**config.mk**
```make
export PLATFORM = sky130hd
export DESIGN_NAME = hm_disp_ctrl
export DESIGN_NICKNAME = d
export VERILOG_FILES = /design/src/rtl/hm_disp_ctrl_pkg.sv /design/src/rtl/hm_tick_cnt.sv /design/src/rtl/hm_disp_ctrl.sv
export SDC_FILE = /design/constraint.sdc
export NUM_CORES = 1
export LEC_CHECK = 0
export CAP_MARGIN = 20
export CELL_PAD_IN_SITES_DETAIL_PLACEMENT = 1
export CELL_PAD_IN_SITES_GLOBAL_PLACEMENT = 1
export CORE_MARGIN = 3
export CORE_UTILIZATION = 43
export DETAILED_ROUTE_END_ITERATION = 8
export PLACE_DENSITY_LB_ADDON = 0.15
export SYNTH_ARGS = -nofsm -noshare
export SYNTH_HDL_FRONTEND = slang
export SYNTH_SLANG_ARGS = --single-unit
export TNS_END_PERCENT = 20
```
**constraint.sdc**
```tcl
create_clock -name clk -period 4.9 [get_ports clk]
set_clock_uncertainty 0.05 [all_clocks]
set_input_delay 0.98 -clock clk [delete_from_list [all_inputs] [get_ports clk]]
set_output_delay 0.98 -clock clk [all_outputs]
set_load 0.01 [all_outputs]
```
**src/rtl/hm_disp_ctrl_pkg.sv**
```systemverilog
// ---------------------------------------------------------------------------
// hm_disp_ctrl_pkg
//   Shared definitions for the hour/minute display sequencer:
//   state encoding, display-mux select values and a small state helper.
// ---------------------------------------------------------------------------
package hm_disp_ctrl_pkg;

    typedef enum logic [1:0] {
        ST_RUN_H = 2'd0,
        ST_RUN_M = 2'd1,
        ST_SET_H = 2'd2,
        ST_SET_M = 2'd3
    } hm_state_t;

    localparam logic SEL_HOUR = 1'b0;
    localparam logic SEL_MIN  = 1'b1;

    // True in either edit state.
    function automatic logic is_set_state(input hm_state_t st);
        return (st == ST_SET_H) || (st == ST_SET_M);
    endfunction

endpackage

```
**src/rtl/hm_tick_cnt.sv**
```systemverilog
// ---------------------------------------------------------------------------
// hm_tick_cnt
//   Clear/enable tick counter. Counts enabled cycles from 0 up to LIMIT-1;
//   the enabled cycle that finds the count at LIMIT-1 raises 'hit' and the
//   count returns to 0, so the value never exceeds LIMIT-1.
//   Ports:
//     clk   in  clock
//     rst_n in  asynchronous reset, active-low
//     clr   in  synchronous clear (wins over en)
//     en    in  count enable
//     hit   out combinational, 1 when en is high and count is LIMIT-1
// ---------------------------------------------------------------------------
module hm_tick_cnt #(
    parameter int CW    = 6,
    parameter int LIMIT = 4
) (
    input  logic clk,
    input  logic rst_n,
    input  logic clr,
    input  logic en,
    output logic hit
);

    localparam logic [CW-1:0] LAST = CW'(LIMIT - 1);

    logic [CW-1:0] cnt;

    assign hit = en && (cnt == LAST);

    always_ff @(posedge clk or negedge rst_n) begin
        if (!rst_n) begin
            cnt <= '0;
        end else if (clr) begin
            cnt <= '0;
        end else if (en) begin
            cnt <= hit ? '0 : cnt + 1'b1;
        end
    end

endmodule

```
**src/rtl/hm_disp_ctrl.sv**
```systemverilog
// ---------------------------------------------------------------------------
// hm_disp_ctrl
//   Sequencer for the shared hour/minute display mux.
//   RUN: alternate hours/minutes every DWELL ticks.
//   SET: hold sel on the edited field, blink it every BLINK ticks and turn
//        btn_inc into a one-cycle inc_h / inc_m pulse.
//   Optional build macro HM_TIMEOUT_EN: leave SET for RUN_H after TIMEOUT
//   idle ticks. Without it SET is left only via btn_mode or reset.
//   Ports:
//     clk, rst_n        clock, asynchronous active-low reset
//     tick              one-cycle time-base enable
//     btn_mode, btn_inc debounced one-cycle button pulses
//     sel               display mux select (0 hours, 1 minutes)
//     blank             1 = display blanked
//     inc_h, inc_m      one-cycle increment pulses
//     set_mode          1 while editing
//     dbg_state         current FSM state, for observation
//   Handshake: no valid/ready; every input is a single-cycle pulse sampled
//   on the rising edge and every output reflects registered state, so an
//   input's effect appears one cycle later.
// ---------------------------------------------------------------------------
module hm_disp_ctrl
    import hm_disp_ctrl_pkg::*;
#(
    parameter int CW      = 6,
    parameter int DWELL   = 4,
    parameter int BLINK   = 2,
    parameter int TIMEOUT = 30
) (
    input  logic       clk,
    input  logic       rst_n,
    input  logic       tick,
    input  logic       btn_mode,
    input  logic       btn_inc,
    output logic       sel,
    output logic       blank,
    output logic       inc_h,
    output logic       inc_m,
    output logic       set_mode,
    output logic [1:0] dbg_state
);

    hm_state_t state, next_state;
    logic      next_blank, next_inc_h, next_inc_m;

    logic in_set, in_run;
    logic dwell_hit, blink_hit, idle_hit;

    assign in_set = is_set_state(state);
    assign in_run = !in_set;

    // Dwell: counts ticks in RUN; any mode press restarts it.
    hm_tick_cnt #(.CW(CW), .LIMIT(DWELL)) u_dwell (
        .clk   (clk),
        .rst_n (rst_n),
        .clr   (in_set || btn_mode),
        .en    (in_run && tick && !btn_mode),
        .hit   (dwell_hit)
    );

`ifdef HM_TIMEOUT_EN
    // Idle: counts ticks in SET without any button activity.
    hm_tick_cnt #(.CW(CW), .LIMIT(TIMEOUT)) u_idle (
        .clk   (clk),
        .rst_n (rst_n),
        .clr   (in_run || btn_mode || btn_inc),
        .en    (in_set && tick && !btn_mode && !btn_inc),
        .hit   (idle_hit)
    );
`else
    // No idle exit; TIMEOUT only matters when the timeout is built in.
    assign idle_hit = 1'b0 && (TIMEOUT == 0);
`endif

    // Blink: a button press or timeout restarts the phase so the edited
    // value is shown unblanked right away.
    hm_tick_cnt #(.CW(CW), .LIMIT(BLINK)) u_blink (
        .clk   (clk),
        .rst_n (rst_n),
        .clr   (in_run || btn_mode || btn_inc || idle_hit),
        .en    (in_set && tick && !btn_mode && !btn_inc && !idle_hit),
        .hit   (blink_hit)
    );

    always_ff @(posedge clk or negedge rst_n) begin
        if (!rst_n) begin
            state <= ST_RUN_H;
            blank <= 1'b0;
            inc_h <= 1'b0;
            inc_m <= 1'b0;
        end else begin
            state <= next_state;
            blank <= next_blank;
            inc_h <= next_inc_h;
            inc_m <= next_inc_m;
        end
    end

    always_comb begin
        next_state = state;
        next_blank = blank;
        next_inc_h = 1'b0;
        next_inc_m = 1'b0;
        case (state)
            ST_RUN_H, ST_RUN_M: begin
                next_blank = 1'b0;
                if (btn_mode) begin
                    next_state = ST_SET_H;
                end else if (dwell_hit) begin
                    next_state = (state == ST_RUN_H) ? ST_RUN_M : ST_RUN_H;
                end
            end
            ST_SET_H, ST_SET_M: begin
                // Priority: mode change, then increment, then timeout, then blink.
                if (btn_mode) begin
                    next_state = (state == ST_SET_H) ? ST_SET_M : ST_RUN_H;
                    next_blank = 1'b0;
                end else if (btn_inc) begin
                    next_inc_h = (state == ST_SET_H);
                    next_inc_m = (state == ST_SET_M);
                    next_blank = 1'b0;
                end else if (idle_hit) begin
                    next_state = ST_RUN_H;
                    next_blank = 1'b0;
                end else if (blink_hit) begin
                    next_blank = !blank;
                end
            end
            default: begin
                next_state = ST_RUN_H;
                next_blank = 1'b0;
            end
        endcase
    end

    assign sel       = ((state == ST_RUN_M) || (state == ST_SET_M)) ? SEL_MIN : SEL_HOUR;
    assign set_mode  = in_set;
    assign dbg_state = state;

endmodule

```
==> results.md <==
- The number of vias per cell is 5.52.
- The initial core utilization is 47.8%.
- The global-route usage over all layers is 17.6%.
- After detailed routing, no signal wire sits above met4.
- Setup repair after global routing left no endpoint under its margin.
- Pin placement for this block handled 12 I/O pins.
- Buffers inserted to repair hold after CTS numbered 0.
- The initial antenna violation count is 0.
- The number of max-slew violations in the final report came to 0.
- After detailed routing, the number of remaining DRC violations is 0.
- In the final routing, the length of wire on met1 measures 880 um.
- The first global-routing pass estimated between 3000 and 4000 um of wire.
- In this run, distinct cell masters in the synthesized netlist total 27.
- IR analysis of the VDD net gives a maximum drop of 0.000225 V.
- The CTS tree is yes.
- The post-synth net total is 97.
- In this run the static leakage power is 0.409 nW.
- The number of global-route vias before repair is 741.
- After routing, the total negative slack on setup checks comes to 0 ns.
- The number of placement rows is 15.
- The detailed-routed wire length on met2 is 879 um.
- The average footprint of a synthesized cell is 9.67 sq um.
- The hold violation total from the final report came to 0.
- The first detailed-routing pass ran for 4 iterations.
- In this run the number of H-tree levels came out at 1.
- The run finished with clean final reports.
- The number of fill cells in the layout is 206.
- The yosys synthesis warning count is 0.
- The number of standard cells after synthesis is 89.
- The number of gates resized after CTS is 0.
- In this run the clock root is driven by a sky130_fd_sc_hd__clkbuf_4.
- The startpoint-to-endpoint class of the critical path is in2reg.
- The routed length per placed instance is 14.9 um.
- The total power consumption of the routed design is 0.314 mW.
- The routed layout has just under 700 vias.
- The violation count after the first detailed-route iteration is 8.
- 0 antenna diodes ended up in the layout.
- In this run the post-CTS setup repair buffer count came out at 0.
- The CTS sink count is 17.
- The count of nets left with antenna violations once routing finished came out at 0.
- The maximum frequency from static timing analysis is between 0.3 and 0.4 GHz.
- The routability-driven placement congestion ratio is 0.758.
- In this run the worst hold path is classified as reg2reg.
- The number of buffers created by CTS is 3.
- The relative slew slack is 49.7%.
- The nature of the critical path endpoint is a flop.
- In the final design database the tool counted around 110 nets.
- On the final layout, the worst hold slack is about 0.52 ns.
- The clock-pin transition on the worst setup and hold timing paths is around 0.1 ns.
- Relative to the synthesized area, the layout overhead comes to 17.6%.
- The core region area is 0.00180 sq mm.
- The die width is 50.7 um.
- Across the run, the number of max-cap violations was 0.
- Setup violations remaining at the end of the flow were counted as 0.
- Dividing total power by cell area gives a power density of 310 mW/mm^2.
- After global routing the overflow that remains totals 0.
- The mapped netlist covers 861 sq um.
- The maximum number of pins on one net before global-route repair is 18.
- The final core utilization is a little under three fifths.
- The clock latency on the worst-skew pair is 0.29 ns.
- The worst-margin pin slew is 0.752 ns.
- The share of the cycle needed by the critical path after routing is 52.0%.
- The estimated wirelength of the detail-placed design is 1390 um.
- The post-synthesis sequential area ratio is 49.4%.
- The area enclosed by the die boundary is 0.00257 sq mm.
- Cells with a size suffix above 1 make up about 7% of the layout.
- Port buffering added 11 buffers.
- In this run the worst path has a maximum fanout of 13.
- The worst path arrival time is 2.71 ns.
- The detailed-routed wire length on met3 is 87 um.
- The clock tree buffer depth is 2.
- The number of synthesized register bits is 17.
- STA classifies the critical path startpoint as a primary input.
- Summed over all layers, the routed wires come to 1860 um.
- At the worst endpoint, the required time is 5.06 ns.
- The time the worst path needs with I/O delays and setup is 2.55 ns.
- The die height is between 50 and 60 um.
==> cells in the final DEF (no fill, tap or decap) <==
cell                              count
sky130_fd_sc_hd__a211o_1              2
sky130_fd_sc_hd__a211o_2              1
sky130_fd_sc_hd__a21oi_1              9
sky130_fd_sc_hd__and2_1               1
sky130_fd_sc_hd__and3_1               1
sky130_fd_sc_hd__clkbuf_1             1
sky130_fd_sc_hd__clkbuf_4             3
sky130_fd_sc_hd__clkdlybuf4s50_1     11
sky130_fd_sc_hd__dfrtp_1             17
sky130_fd_sc_hd__ha_1                 3
sky130_fd_sc_hd__inv_1                3
sky130_fd_sc_hd__nand2_1             10
sky130_fd_sc_hd__nand2b_1             3
sky130_fd_sc_hd__nand3_1              1
sky130_fd_sc_hd__nand4_1              4
sky130_fd_sc_hd__nor2_1               5
sky130_fd_sc_hd__nor2b_1              3
sky130_fd_sc_hd__nor4_1               1
sky130_fd_sc_hd__o2111ai_1            1
sky130_fd_sc_hd__o211ai_1             2
sky130_fd_sc_hd__o21ai_0              4
sky130_fd_sc_hd__o31ai_1              1
sky130_fd_sc_hd__or2_2                2
sky130_fd_sc_hd__or3_1                2
sky130_fd_sc_hd__or3b_2               1
sky130_fd_sc_hd__or4_1                2
sky130_fd_sc_hd__or4b_1               2
sky130_fd_sc_hd__xor2_1               4
==> report_power, final <==
part	internal, mW	total (mW)	switching, mW	leakage (nW)
Sequential	0.151	0.165	0.0144	0.231
Combinational	0.0415	0.0756	0.0341	0.163
Clock	0.0316	0.0736	0.0420	0.0150
==> Yosys cell counts <==
| cell | n | area, sq um |
|---|---|---|
| sky130_fd_sc_hd__nand2_1 | 10 | 37.5 |
| sky130_fd_sc_hd__o211ai_1 | 2 | 15.0 |
| sky130_fd_sc_hd__and3_1 | 1 | 6.26 |
| sky130_fd_sc_hd__nand2b_1 | 3 | 18.8 |
| sky130_fd_sc_hd__xor2_1 | 4 | 35.0 |
| sky130_fd_sc_hd__or2_2 | 2 | 12.5 |
| sky130_fd_sc_hd__and2_1 | 1 | 6.26 |
| sky130_fd_sc_hd__or3b_2 | 1 | 8.76 |
| sky130_fd_sc_hd__or4_1 | 2 | 15.0 |
| sky130_fd_sc_hd__ha_1 | 3 | 37.5 |
| sky130_fd_sc_hd__buf_2 | 1 | 5.00 |
| sky130_fd_sc_hd__dfrtp_1 | 17 | 425 |
| sky130_fd_sc_hd__nor2_1 | 5 | 18.8 |
| sky130_fd_sc_hd__or3_1 | 2 | 12.5 |
| sky130_fd_sc_hd__o21ai_0 | 4 | 20.0 |
| sky130_fd_sc_hd__nand3_1 | 1 | 5.00 |
| sky130_fd_sc_hd__o31ai_1 | 1 | 7.51 |
| sky130_fd_sc_hd__a211o_1 | 2 | 17.5 |
| sky130_fd_sc_hd__o2111ai_1 | 1 | 8.76 |
| sky130_fd_sc_hd__inv_1 | 3 | 11.3 |
| sky130_fd_sc_hd__or4b_1 | 2 | 20.0 |
| sky130_fd_sc_hd__nand4_1 | 4 | 25.0 |
| sky130_fd_sc_hd__nor4_1 | 1 | 6.26 |
| sky130_fd_sc_hd__a21oi_1 | 9 | 45.0 |
| sky130_fd_sc_hd__a211o_2 | 1 | 10.0 |
| sky130_fd_sc_hd__nor2b_1 | 3 | 18.8 |
| sky130_fd_sc_hd__clkbuf_1 | 3 | 11.3 |
==> area by class of cell <==
| cell class | count | area (sq um) | share of cell area [%] |
|---|---|---|---|
| multi-input combinational | 65 | 408 | 40.3 |
| inverter | 3 | 11.3 | 1.11 |
| tap | 25 | 31.3 | 3.09 |
| clock buffer | 4 | 26.3 | 2.60 |
| sequential | 17 | 425 | 42.0 |
| timing repair buffer | 11 | 110 | 10.9 |
==> path summary, 6_finish.rpt <==
kind                                     start             end  slack [ns]  cells past startpoint
worst min-delay path            u_dwell.cnt[5]  u_dwell.cnt[5]        0.52                      2
min in group asynchronous                rst_n           blank        1.07                      1
worst max register to register  u_dwell.cnt[0]    dbg_state[0]        3.02                      4
max in group asynchronous                rst_n  u_dwell.cnt[3]        3.25                      1
worst min register to register  u_dwell.cnt[5]  u_dwell.cnt[5]        0.52                      2
worst max-delay path                      tick    dbg_state[0]        2.35                      4
==> critical path, cell delays in order <==
cell and delay, ns:
sky130_fd_sc_hd__clkdlybuf4s50_1 0.71, sky130_fd_sc_hd__or4b_1 0.49, sky130_fd_sc_hd__or4_1 0.42, sky130_fd_sc_hd__o211ai_1 0.11
==> flip-flops by register name, summed over array words and instances, names as in the netlist <==
name,flops
blank,1
inc_m,1
u_blink.cnt,6
inc_h,1
u_dwell.cnt,6
dbg_state,2
==> logic make-up after synthesis <==
family,after synthesis,share of synthesized area (%)
AO/OA/AOI/OAI,20,14.4
XOR/XNOR,4,4.07
adder cells (fa/ha/maj),3,4.36
buffers and inverters,7,3.20
flip-flops,17,49.4
AND/OR/NAND/NOR,38,24.6
==> routing by layer <==
metal	vias up	global-route usage, %
met1	338	22.3
met2	13	29.6
li1	337	-
met4	0	2.69
met3	2	5.64
met5	-	0
==> stage by stage <==
step                      setup WS [ns]  cell area [sq um]  std cells
after floorplan                    2.89                861         89
after global placement             2.14                986        121
after detailed placement           2.04                986        121
after CTS                          2.34               1010        125
after global routing               2.26               1010        125
final                              2.35               1010        125
No activity file was read; power rests on OpenSTA's default activity.
